<file path="src/rtl/hazard_scoreboard_if.sv">
// ID-stage operand/destination bundle plus the EX/MEM slot state and hazard
// controls the scoreboard returns to the pipeline and the forwarding unit.
interface hazard_scoreboard_if #(
  parameter int CNT_W = 32
);
  logic             valid_d;
  logic [4:0]       rs_addr_d;
  logic [4:0]       rt_addr_d;
  logic             uses_rs_d;
  logic             uses_rt_d;
  logic             is_branch_d;
  logic             reg_write_d;
  logic [4:0]       write_reg_addr_d;
  logic             mem_to_reg_d;
  logic             ext_stall;

  logic             reg_writeE;
  logic [4:0]       write_reg_addrE;
  logic             mem_to_regE;
  logic             reg_writeM;
  logic [4:0]       write_reg_addrM;
  logic             mem_to_regM;
  logic             stall_f;
  logic             stall_d;
  logic             flush_e;
  logic [CNT_W-1:0] stall_count;

  modport master (
    output valid_d, rs_addr_d, rt_addr_d, uses_rs_d, uses_rt_d, is_branch_d,
           reg_write_d, write_reg_addr_d, mem_to_reg_d, ext_stall,
    input  reg_writeE, write_reg_addrE, mem_to_regE,
           reg_writeM, write_reg_addrM, mem_to_regM,
           stall_f, stall_d, flush_e, stall_count
  );

  modport slave (
    input  valid_d, rs_addr_d, rt_addr_d, uses_rs_d, uses_rt_d, is_branch_d,
           reg_write_d, write_reg_addr_d, mem_to_reg_d, ext_stall,
    output reg_writeE, write_reg_addrE, mem_to_regE,
           reg_writeM, write_reg_addrM, mem_to_regM,
           stall_f, stall_d, flush_e, stall_count
  );
endinterface

</file>
<file path="src/rtl/hazard_scoreboard.sv">
// Tracks destination/write/load state of the EX and MEM instructions and raises
// stall/flush when forwarding cannot satisfy an ID operand; counts stall cycles.
module hazard_scoreboard #(
  parameter int CNT_W = 32
) (
  input  logic               clk,
  input  logic               reset,
  hazard_scoreboard_if.slave sb
);

  // valid_d qualifies the ID fields: a bubble never matches a slot and never
  // enters E; while stall_d is high ID re-presents the same instruction.
  logic             e_rw_q, e_rw_d;
  logic [4:0]       e_wa_q, e_wa_d;
  logic             e_m2r_q, e_m2r_d;
  logic             m_rw_q, m_rw_d;
  logic [4:0]       m_wa_q, m_wa_d;
  logic             m_m2r_q, m_m2r_d;
  logic [CNT_W-1:0] cnt_q, cnt_d;

  logic rs_used, rt_used;
  logic e_hit, m_hit;
  logic load_use, branch_hz, hz, stall;

  always_comb begin
    rs_used = sb.valid_d & sb.uses_rs_d;
    rt_used = sb.valid_d & sb.uses_rt_d;
    e_hit = e_rw_q && (e_wa_q != 5'd0) &&
            ((rs_used && (e_wa_q == sb.rs_addr_d)) ||
             (rt_used && (e_wa_q == sb.rt_addr_d)));
    m_hit = m_rw_q && (m_wa_q != 5'd0) &&
            ((rs_used && (m_wa_q == sb.rs_addr_d)) ||
             (rt_used && (m_wa_q == sb.rt_addr_d)));
    load_use  = e_m2r_q & e_hit;
    // A non-load in MEM is forwarded to the ID comparator, so only loads stall.
    branch_hz = sb.is_branch_d & (e_hit | (m_m2r_q & m_hit));
    hz        = load_use | branch_hz;
    stall     = hz & ~sb.ext_stall;
  end

  always_comb begin
    e_rw_d  = e_rw_q;
    e_wa_d  = e_wa_q;
    e_m2r_d = e_m2r_q;
    m_rw_d  = m_rw_q;
    m_wa_d  = m_wa_q;
    m_m2r_d = m_m2r_q;
    if (!sb.ext_stall) begin
      m_rw_d  = e_rw_q;
      m_wa_d  = e_wa_q;
      m_m2r_d = e_m2r_q;
      if (hz) begin
        e_rw_d  = 1'b0;
        e_wa_d  = 5'd0;
        e_m2r_d = 1'b0;
      end else begin
        e_rw_d  = sb.reg_write_d & sb.valid_d;
        e_wa_d  = sb.write_reg_addr_d & {5{sb.valid_d}};
        e_m2r_d = sb.mem_to_reg_d & sb.valid_d;
      end
    end
  end

  always_comb begin
    cnt_d = cnt_q;
    if (stall && (cnt_q != {CNT_W{1'b1}})) cnt_d = cnt_q + CNT_W'(1);
  end

  always_ff @(posedge clk) begin
    if (reset) begin
      e_rw_q  <= 1'b0;
      e_wa_q  <= 5'd0;
      e_m2r_q <= 1'b0;
      m_rw_q  <= 1'b0;
      m_wa_q  <= 5'd0;
      m_m2r_q <= 1'b0;
      cnt_q   <= '0;
    end else begin
      e_rw_q  <= e_rw_d;
      e_wa_q  <= e_wa_d;
      e_m2r_q <= e_m2r_d;
      m_rw_q  <= m_rw_d;
      m_wa_q  <= m_wa_d;
      m_m2r_q <= m_m2r_d;
      cnt_q   <= cnt_d;
    end
  end

  assign sb.reg_writeE      = e_rw_q;
  assign sb.write_reg_addrE = e_wa_q;
  assign sb.mem_to_regE     = e_m2r_q;
  assign sb.reg_writeM      = m_rw_q;
  assign sb.write_reg_addrM = m_wa_q;
  assign sb.mem_to_regM     = m_m2r_q;
  assign sb.stall_f         = stall;
  assign sb.stall_d         = stall;
  assign sb.flush_e         = stall;
  assign sb.stall_count     = cnt_q;

endmodule

</file>
<file path="src/flat_wrapper.sv">
// flat-port wrapper written by rule: the top's interface ports become plain ports
module hazard_scoreboard_flat 
#(
  parameter int CNT_W = 32
)
  (clk, reset, sb_valid_d, sb_rs_addr_d, sb_rt_addr_d, sb_uses_rs_d, sb_uses_rt_d, sb_is_branch_d, sb_reg_write_d, sb_write_reg_addr_d, sb_mem_to_reg_d, sb_ext_stall, sb_reg_writeE, sb_write_reg_addrE, sb_mem_to_regE, sb_reg_writeM, sb_write_reg_addrM, sb_mem_to_regM, sb_stall_f, sb_stall_d, sb_flush_e, sb_stall_count);
  hazard_scoreboard_if #(.CNT_W(CNT_W)) sb_i ();
  input  logic clk;
  input  logic reset;
  input wire logic [$bits(sb_i.valid_d)-1:0] sb_valid_d;
  input wire logic [$bits(sb_i.rs_addr_d)-1:0] sb_rs_addr_d;
  input wire logic [$bits(sb_i.rt_addr_d)-1:0] sb_rt_addr_d;
  input wire logic [$bits(sb_i.uses_rs_d)-1:0] sb_uses_rs_d;
  input wire logic [$bits(sb_i.uses_rt_d)-1:0] sb_uses_rt_d;
  input wire logic [$bits(sb_i.is_branch_d)-1:0] sb_is_branch_d;
  input wire logic [$bits(sb_i.reg_write_d)-1:0] sb_reg_write_d;
  input wire logic [$bits(sb_i.write_reg_addr_d)-1:0] sb_write_reg_addr_d;
  input wire logic [$bits(sb_i.mem_to_reg_d)-1:0] sb_mem_to_reg_d;
  input wire logic [$bits(sb_i.ext_stall)-1:0] sb_ext_stall;
  output wire logic [$bits(sb_i.reg_writeE)-1:0] sb_reg_writeE;
  output wire logic [$bits(sb_i.write_reg_addrE)-1:0] sb_write_reg_addrE;
  output wire logic [$bits(sb_i.mem_to_regE)-1:0] sb_mem_to_regE;
  output wire logic [$bits(sb_i.reg_writeM)-1:0] sb_reg_writeM;
  output wire logic [$bits(sb_i.write_reg_addrM)-1:0] sb_write_reg_addrM;
  output wire logic [$bits(sb_i.mem_to_regM)-1:0] sb_mem_to_regM;
  output wire logic [$bits(sb_i.stall_f)-1:0] sb_stall_f;
  output wire logic [$bits(sb_i.stall_d)-1:0] sb_stall_d;
  output wire logic [$bits(sb_i.flush_e)-1:0] sb_flush_e;
  output wire logic [$bits(sb_i.stall_count)-1:0] sb_stall_count;
  assign sb_i.valid_d = sb_valid_d;
  assign sb_i.rs_addr_d = sb_rs_addr_d;
  assign sb_i.rt_addr_d = sb_rt_addr_d;
  assign sb_i.uses_rs_d = sb_uses_rs_d;
  assign sb_i.uses_rt_d = sb_uses_rt_d;
  assign sb_i.is_branch_d = sb_is_branch_d;
  assign sb_i.reg_write_d = sb_reg_write_d;
  assign sb_i.write_reg_addr_d = sb_write_reg_addr_d;
  assign sb_i.mem_to_reg_d = sb_mem_to_reg_d;
  assign sb_i.ext_stall = sb_ext_stall;
  assign sb_reg_writeE = sb_i.reg_writeE;
  assign sb_write_reg_addrE = sb_i.write_reg_addrE;
  assign sb_mem_to_regE = sb_i.mem_to_regE;
  assign sb_reg_writeM = sb_i.reg_writeM;
  assign sb_write_reg_addrM = sb_i.write_reg_addrM;
  assign sb_mem_to_regM = sb_i.mem_to_regM;
  assign sb_stall_f = sb_i.stall_f;
  assign sb_stall_d = sb_i.stall_d;
  assign sb_flush_e = sb_i.flush_e;
  assign sb_stall_count = sb_i.stall_count;
  hazard_scoreboard #(.CNT_W(CNT_W)) u_core (.clk(clk), .reset(reset), .sb(sb_i));
endmodule
</file>
<file path="config.mk">
export PLATFORM = sky130hd
export DESIGN_NAME = hazard_scoreboard_flat
export DESIGN_NICKNAME = d
export VERILOG_FILES = /design/src/rtl/hazard_scoreboard_if.sv /design/src/rtl/hazard_scoreboard.sv /design/src/flat_wrapper.sv
export SDC_FILE = /design/constraint.sdc
export NUM_CORES = 1
export LEC_CHECK = 0
export CAP_MARGIN = 10
export CORE_UTILIZATION = 35
export CTS_CLUSTER_SIZE = 16
export DETAILED_ROUTE_END_ITERATION = 7
export GPL_TIMING_DRIVEN = 0
export PLACE_DENSITY = 0.68
export SYNTH_ARGS = -nofsm -noshare
export SYNTH_HDL_FRONTEND = slang
export SYNTH_SLANG_ARGS = --single-unit
</file>
<file path="constraint.sdc">
create_clock -name clk -period 2.9 [get_ports clk]
set_input_delay 0.29 -clock clk [delete_from_list [all_inputs] [get_ports clk]]
set_output_delay 0.29 -clock clk [all_outputs]
set_load 0.005 [all_outputs]
</file>
Word-level counts from Yosys, hierarchy flattened
Index checks and enable logic that the tools add are counted.
- register bits after elaboration: 46
- input port bits: 24
- output and inout port bits: 49
- word-level logic and storage cells: 41
- add/sub/neg operators: 1
- equal/unequal tests: 5
- multiplexer cells: 3
- bitwise operators: 12
- reductions and logical operators: 13
- operator list (cell ; number):
    $add 32x1->32 const B ; 1
    $ne 32x32->1 const B ; 1
    $eq 5x5->1 ; 4
    $reduce_bool 5->1 ; 2
    $logic_and 1x1->1 ; 9
    $and 1x1->1 ; 8
    $and 5x5->5 ; 1
    $mux 5 ; 1
    $logic_or 1x1->1 ; 2
    $mux 1 ; 2
    $or 1x1->1 ; 2
    $not 1->1 ; 1

Depth between registers and ports, before layout
- depth in word-level cells: 10
- depth in mapped cells: 10
- mapped depth without buffers: 7

Least setup slack after synthesis
OpenSTA, ideal clock, no wires.
- path kind: register to output
- start point: register u_core.e_wa_q[1] (netlist: u_core.sb.write_reg_addrE[1])
- end point: output port sb_stall_d
- data arrival time: 2.037 ns
- data required time: 2.610 ns
- slack: 0.573 ns
- cell stages (with the launch flop): 9
- path buffers: 3
- cells stage by stage: dfxtp_1 or4_1 o221ai_1 or2_2 o32a_4 buf_6 clkbuf_1 inv_1 buf_4
- cells in the longest elaborated chain, start to end: 8
- elaborated cells on any way between the ends: 13
- those cells by class: eq/ne: 2; bitwise: 5; reduce/logical: 6
- ends and longest elaborated chain (element ; RTL line ; source):
    start, declared ; hazard_scoreboard.sv:14 ; logic [4:0] e_wa_q, e_wa_d;
    start signal, assigned ; hazard_scoreboard.sv:80 ; e_wa_q <= e_wa_d;
    $eq 5x5->1, on equally long branches ; hazard_scoreboard.sv:29, hazard_scoreboard.sv:30 ;
    $logic_and 1x1->1, on equally long branches ; hazard_scoreboard.sv:29, hazard_scoreboard.sv:30 ;
    $logic_or 1x1->1 ; hazard_scoreboard.sv:29 ; ((rs_used && (e_wa_q == sb.rs_addr_d)) ||
    $logic_and 1x1->1 (*) ; hazard_scoreboard.sv:28 ; e_hit = e_rw_q && (e_wa_q != 5'd0) &&
    $or 1x1->1 ; hazard_scoreboard.sv:36 ; branch_hz = sb.is_branch_d & (e_hit | (m_m2r_q & m_hit));
    $and 1x1->1 ; hazard_scoreboard.sv:36 ;
    $or 1x1->1 (*) ; hazard_scoreboard.sv:37 ; hz = load_use | branch_hz;
    $and 1x1->1 (*) ; hazard_scoreboard.sv:38 ; stall = hz & ~sb.ext_stall;
    end, declared ; flat_wrapper.sv:27 ; output wire logic [$bits(sb_i.stall_d)-1:0] sb_stall_d;
Mark *: on every way between the ends. The rest lies on a longest branch, timed or not.

Worst setup path in the final report
- start point: register u_core.m_wa_q[1] (netlist: u_core.sb.write_reg_addrM[1])
- end point: output port sb_stall_d
- cells in the longest elaborated chain, start to end: 9
- elaborated cells on any way between the ends: 13
- those cells by class: eq/ne: 2; bitwise: 5; reduce/logical: 6
- ends and longest elaborated chain (element ; RTL line ; source):
    start, declared ; hazard_scoreboard.sv:17 ; logic [4:0] m_wa_q, m_wa_d;
    start signal, assigned ; hazard_scoreboard.sv:83 ; m_wa_q <= m_wa_d;
    $eq 5x5->1, on equally long branches ; hazard_scoreboard.sv:32, hazard_scoreboard.sv:33 ;
    $logic_and 1x1->1, on equally long branches ; hazard_scoreboard.sv:32, hazard_scoreboard.sv:33 ;
    $logic_or 1x1->1 ; hazard_scoreboard.sv:32 ; ((rs_used && (m_wa_q == sb.rs_addr_d)) ||
    $logic_and 1x1->1 (*) ; hazard_scoreboard.sv:31 ; m_hit = m_rw_q && (m_wa_q != 5'd0) &&
    $and 1x1->1 (*) ; hazard_scoreboard.sv:36 ;
    $or 1x1->1 (*) ; hazard_scoreboard.sv:36 ;
    $and 1x1->1 (*) ; hazard_scoreboard.sv:36 ;
    $or 1x1->1 (*) ; hazard_scoreboard.sv:37 ;
    $and 1x1->1 (*) ; hazard_scoreboard.sv:38 ;
Marked as above.

==> summary.txt <==
Status
  – Status: finished clean

Global routing
  – Number of global-route vias before repair: about 2.4k
  – Initial antenna violation count: 0
  – GR Util All Layers: roughly a fifth
  – Grt total ovfl: 0
  – Largest net degree at the start of global routing: 20
  – First-pass GRT wire length: around 12000 microns

Yosys
  – Synth area leaders: dfxtp_1, xor2_1, or4_1, o31ai_1, nor2_1
  – Adder-Cell Fraction of Synth Area: less than 1%
  – Number of warnings issued by yosys: 0
  – Post-synthesis simple-gate area fraction: 29.6%
  – Async SR Flop Fraction: 0%
  – Mapped Nets: ~320
  – Synth Cell Area: ~2600 sq um
  – Largest family of logic cells by synthesized area: simple AND/OR/NAND/NOR gates
  – Mapped Cells: between 200 and 300
  – Synth top area share: about 35%
  – Library cells used by synthesis: 40
  – Synth Flop Type: dfxtp_1
  – Compound-Gate Fraction of Synth Area: ~15%
  – Multiplexer share of the synthesized area: approximately 7.4%
  – Post-synthesis register bit count: 46
  – Post-synth EDFFs: 0
  – Synth area leader: dfxtp_1
  – XOR/XNOR share of the synthesized area: slightly below 7%
  – Register area share after synthesis: 35.4%
  – Synth Area per Inst: about 9 sq um

Power
  – Clock power frac: 35.6%
  – Power Density: between 300 and 400 nW/um^2
  – Comb pwr share: 9.2%
  – Sw frac: roughly a quarter
  – Maximum VDD drop: about 0.22 mV
  – NetSw: about 0.28 mW
  – Leak: 1.25 nW
  – Pint: 0.888 mW
  – Total Power: around 1.2 mW
  – Part of the power in registers: 55.2%

STA
  – Worst slew margin: between 60% and 70%
  – Fin. max-slew vios: 0
  – Final setup violating endpoints: 0
  – Worst Clk Skew: between 0.01 and 0.015 ns
  – Final Hold Fails: 0
  – Final setup slack of the worst path: approximately 0.096 ns
  – Max Clk Rate: around 0.36 GHz
  – Final period utilization: between 90 and 100%
  – Minimum clock period: between 2 and 3 ns
  – Worst slew pin tran: around 0.53 ns
  – Post-route setup TNS: 0 ns

Worst hold path
  – Hold/Removal Path Class: input pin to flop

Final layout
  – Area occupied by registers: 923 sq um
  – Number of diodes: 0
  – Share of cells above drive strength 1: 10.9%
  – # nets final: ~400
  – Area occupied by multi-input gates: 1560 sq um
  – Filler Cells Inserted: ~710
  – Non-Filler Instances: ~480
  – Area grow syn2layout: 37.4%

Drt
  – ANT nets after route: 0
  – Total number of vias: approximately 2.6k
  – Wire length on met1: 3460 microns
  – WL met3: 319 microns
  – WL/cell: between 15 and 20 microns
  – DR DRC count: 0
  – DRT iter0 DRCs: between 100 and 150
  – Total routed wirelength: approximately 7300 microns
  – Vias/cell: ~5.5
  – Number of detailed-route iterations in the first pass: 4
  – Met2 wire length: about 3400 microns
  – Top sig layer: met4

Floorplanning
  – Die width: approximately 88 microns
  – Die Y: between 80 and 90 microns
  – Rows: 31
  – Core area: slightly above 7000 sq um
  – Initial Util: between 30% and 40%
  – Die area: ~7800 sq um
  – I/O pin cnt: 73

Clock network
  – Clk buf depth: 2
  – CTS Buf Count: 5
  – Skew-Pair Late Insertion Delay: roughly 0.3 ns
  – H-Tree Depth: 2
  – CTS tree: done
  – Sink Count: between 40 and 50
  – Clock Pin Slew Worst Setup and Hold Paths: approximately 0.080 ns
  – Root Buffer: clkbuf_8

Worst setup path
  – Worst Path Required: between 2 and 3 ns
  – CP max FO: 19
  – WS Path Type: flop to output port
  – Crit end category: output port
  – Critical Path AT: approximately 2.5 ns
  – Startpoint Class: flop

Placed design
  – Worst slack, placed: -0.366 ns
  – Detailed placement HPWL: 5370 microns
  – Routability Congestion: approximately 0.8
  – Buffers added on ports: a little over 70
  – Placed cells: between 400 and 500

Job
  – Max-Cap Viols: 0
==> cells in the mapped netlist, types with 3 or more instances <==
master,instances
o31ai_1,18
nand4_1,11
nor4_1,8
inv_1,3
and2_1,7
clkbuf_1,13
buf_2,4
nor3_1,5
mux2_2,8
and3_1,6
and4_1,4
nand3_1,10
nand2b_1,3
nor2_1,31
buf_4,3
dfxtp_1,46
buf_6,3
mux2i_1,8
a21oi_1,18
nor2b_1,10
xor2_1,20
nand2_1,9
or4_1,21
a32oi_1,7
==> area by class of cell <==
cell class	instances	share of cell area (%)
multi-input combinational	224	43.7
buffer	22	3.50
sequential	46	25.8
clock inverter	2	0.350
clock buffer	6	2.31
timing repair buffer	74	20.5
inverter	3	0.315
tap	99	3.47
==> routing by layer <==
layer | vias up | global-route usage, %
li1 | 1273 | -
met1 | 1251 | 26.7
met2 | 68 | 28.6
met3 | 4 | 3.39
met4 | 0 | 6.74
met5 | - | 0
==> critical path, cell delays in order, from the launching register on <==
cell             delay (ns)
dfxtp_1                0.38
or4_1                  0.54
o2111ai_1              0.29
o32a_4                 0.23
buf_8                  0.17
inv_2                  0.06
buf_4                  0.12
clkdlybuf4s50_1        0.43
==> cell families after synthesis <==
kind of cell,count (synthesis)
flops,46
compound gates,54
buf+inv,26
xor+xnor,20
mux,18
fa+ha+maj,1
simple gates,131
==> registers in the layout, indices dropped and copies added, names as in the netlist <==
signal	count
u_core.sb.mem_to_regM	1
u_core.sb.reg_writeM	1
u_core.sb.mem_to_regE	1
u_core.sb.reg_writeE	1
u_core.sb.write_reg_addrM	5
u_core.sb.stall_count	32
u_core.sb.write_reg_addrE	5
==> per-stage QoR <==
stage	instance area, sq um	util [%]	hold WS (ns)
6_report	3570	49.5	0.494
5_1_grt	3570	49.5	0.518
4_1_cts	3550	49.3	0.496
3_5_place_dp	3430	47.6	0.488
3_3_place_gp	3430	47.6	0.478
2_1_floorplan	2600	-	0.462
==> power groups by stage <==
stage,clock (mW),combinational (mW),sequential (mW)
floorplan,0,0.0469,0.659
global placement,0,0.103,0.662
detailed placement,0,0.105,0.662
CTS,0.424,0.106,0.647
global route,0.455,0.117,0.649
finish,0.417,0.108,0.647
==> final timing paths <==
| kind | start | endpoint | slack (ns) | cells after the start |
|---|---|---|---|---|
| setup / recovery | u_core.sb.write_reg_addrM[1] | sb_stall_d | 0.1 | 7 |
| hold / removal | sb_ext_stall | u_core.sb.write_reg_addrM[3] | 0.49 | 3 |
| setup reg to reg | u_core.sb.stall_count[9] | u_core.sb.stall_count[0] | 0.23 | 8 |
| hold reg to reg | u_core.sb.stall_count[18] | u_core.sb.stall_count[18] | 0.50 | 2 |
==> cell usage in the layout (no fill, tap or decap), types with 2 or more instances in the layout <==
master / instances
mux2_2: 8
inv_1: 2
nand3_1: 10
buf_6: 2
clkbuf_1: 12
o31ai_1: 18
nor2_1: 31
and3_1: 6
xor2_1: 20
nor3b_1: 2
buf_2: 4
nand2b_1: 3
o31a_1: 2
or4_1: 21
and2_1: 7
dfxtp_2: 2
nor4_1: 7
mux2i_1: 8
nand4_1: 11
nor2b_1: 10
buf_4: 6
a32oi_1: 7
and4_1: 4
nor3_1: 5
nor4_2: 2
a21oi_1: 18
mux2_1: 2
nand2_1: 9
clkdlybuf4s50_1: 71
dfxtp_1: 44
clkbuf_8: 6
==> what timing repair did <==
item,4_1_cts,5_1_grt
gates cloned,0,0
resized for setup,3,4
endpoints found under the setup margin,3,2
pin swaps,3,2
hold buffers,0,0
setup buffers,3,0
(Power assumes the default switching activity.)
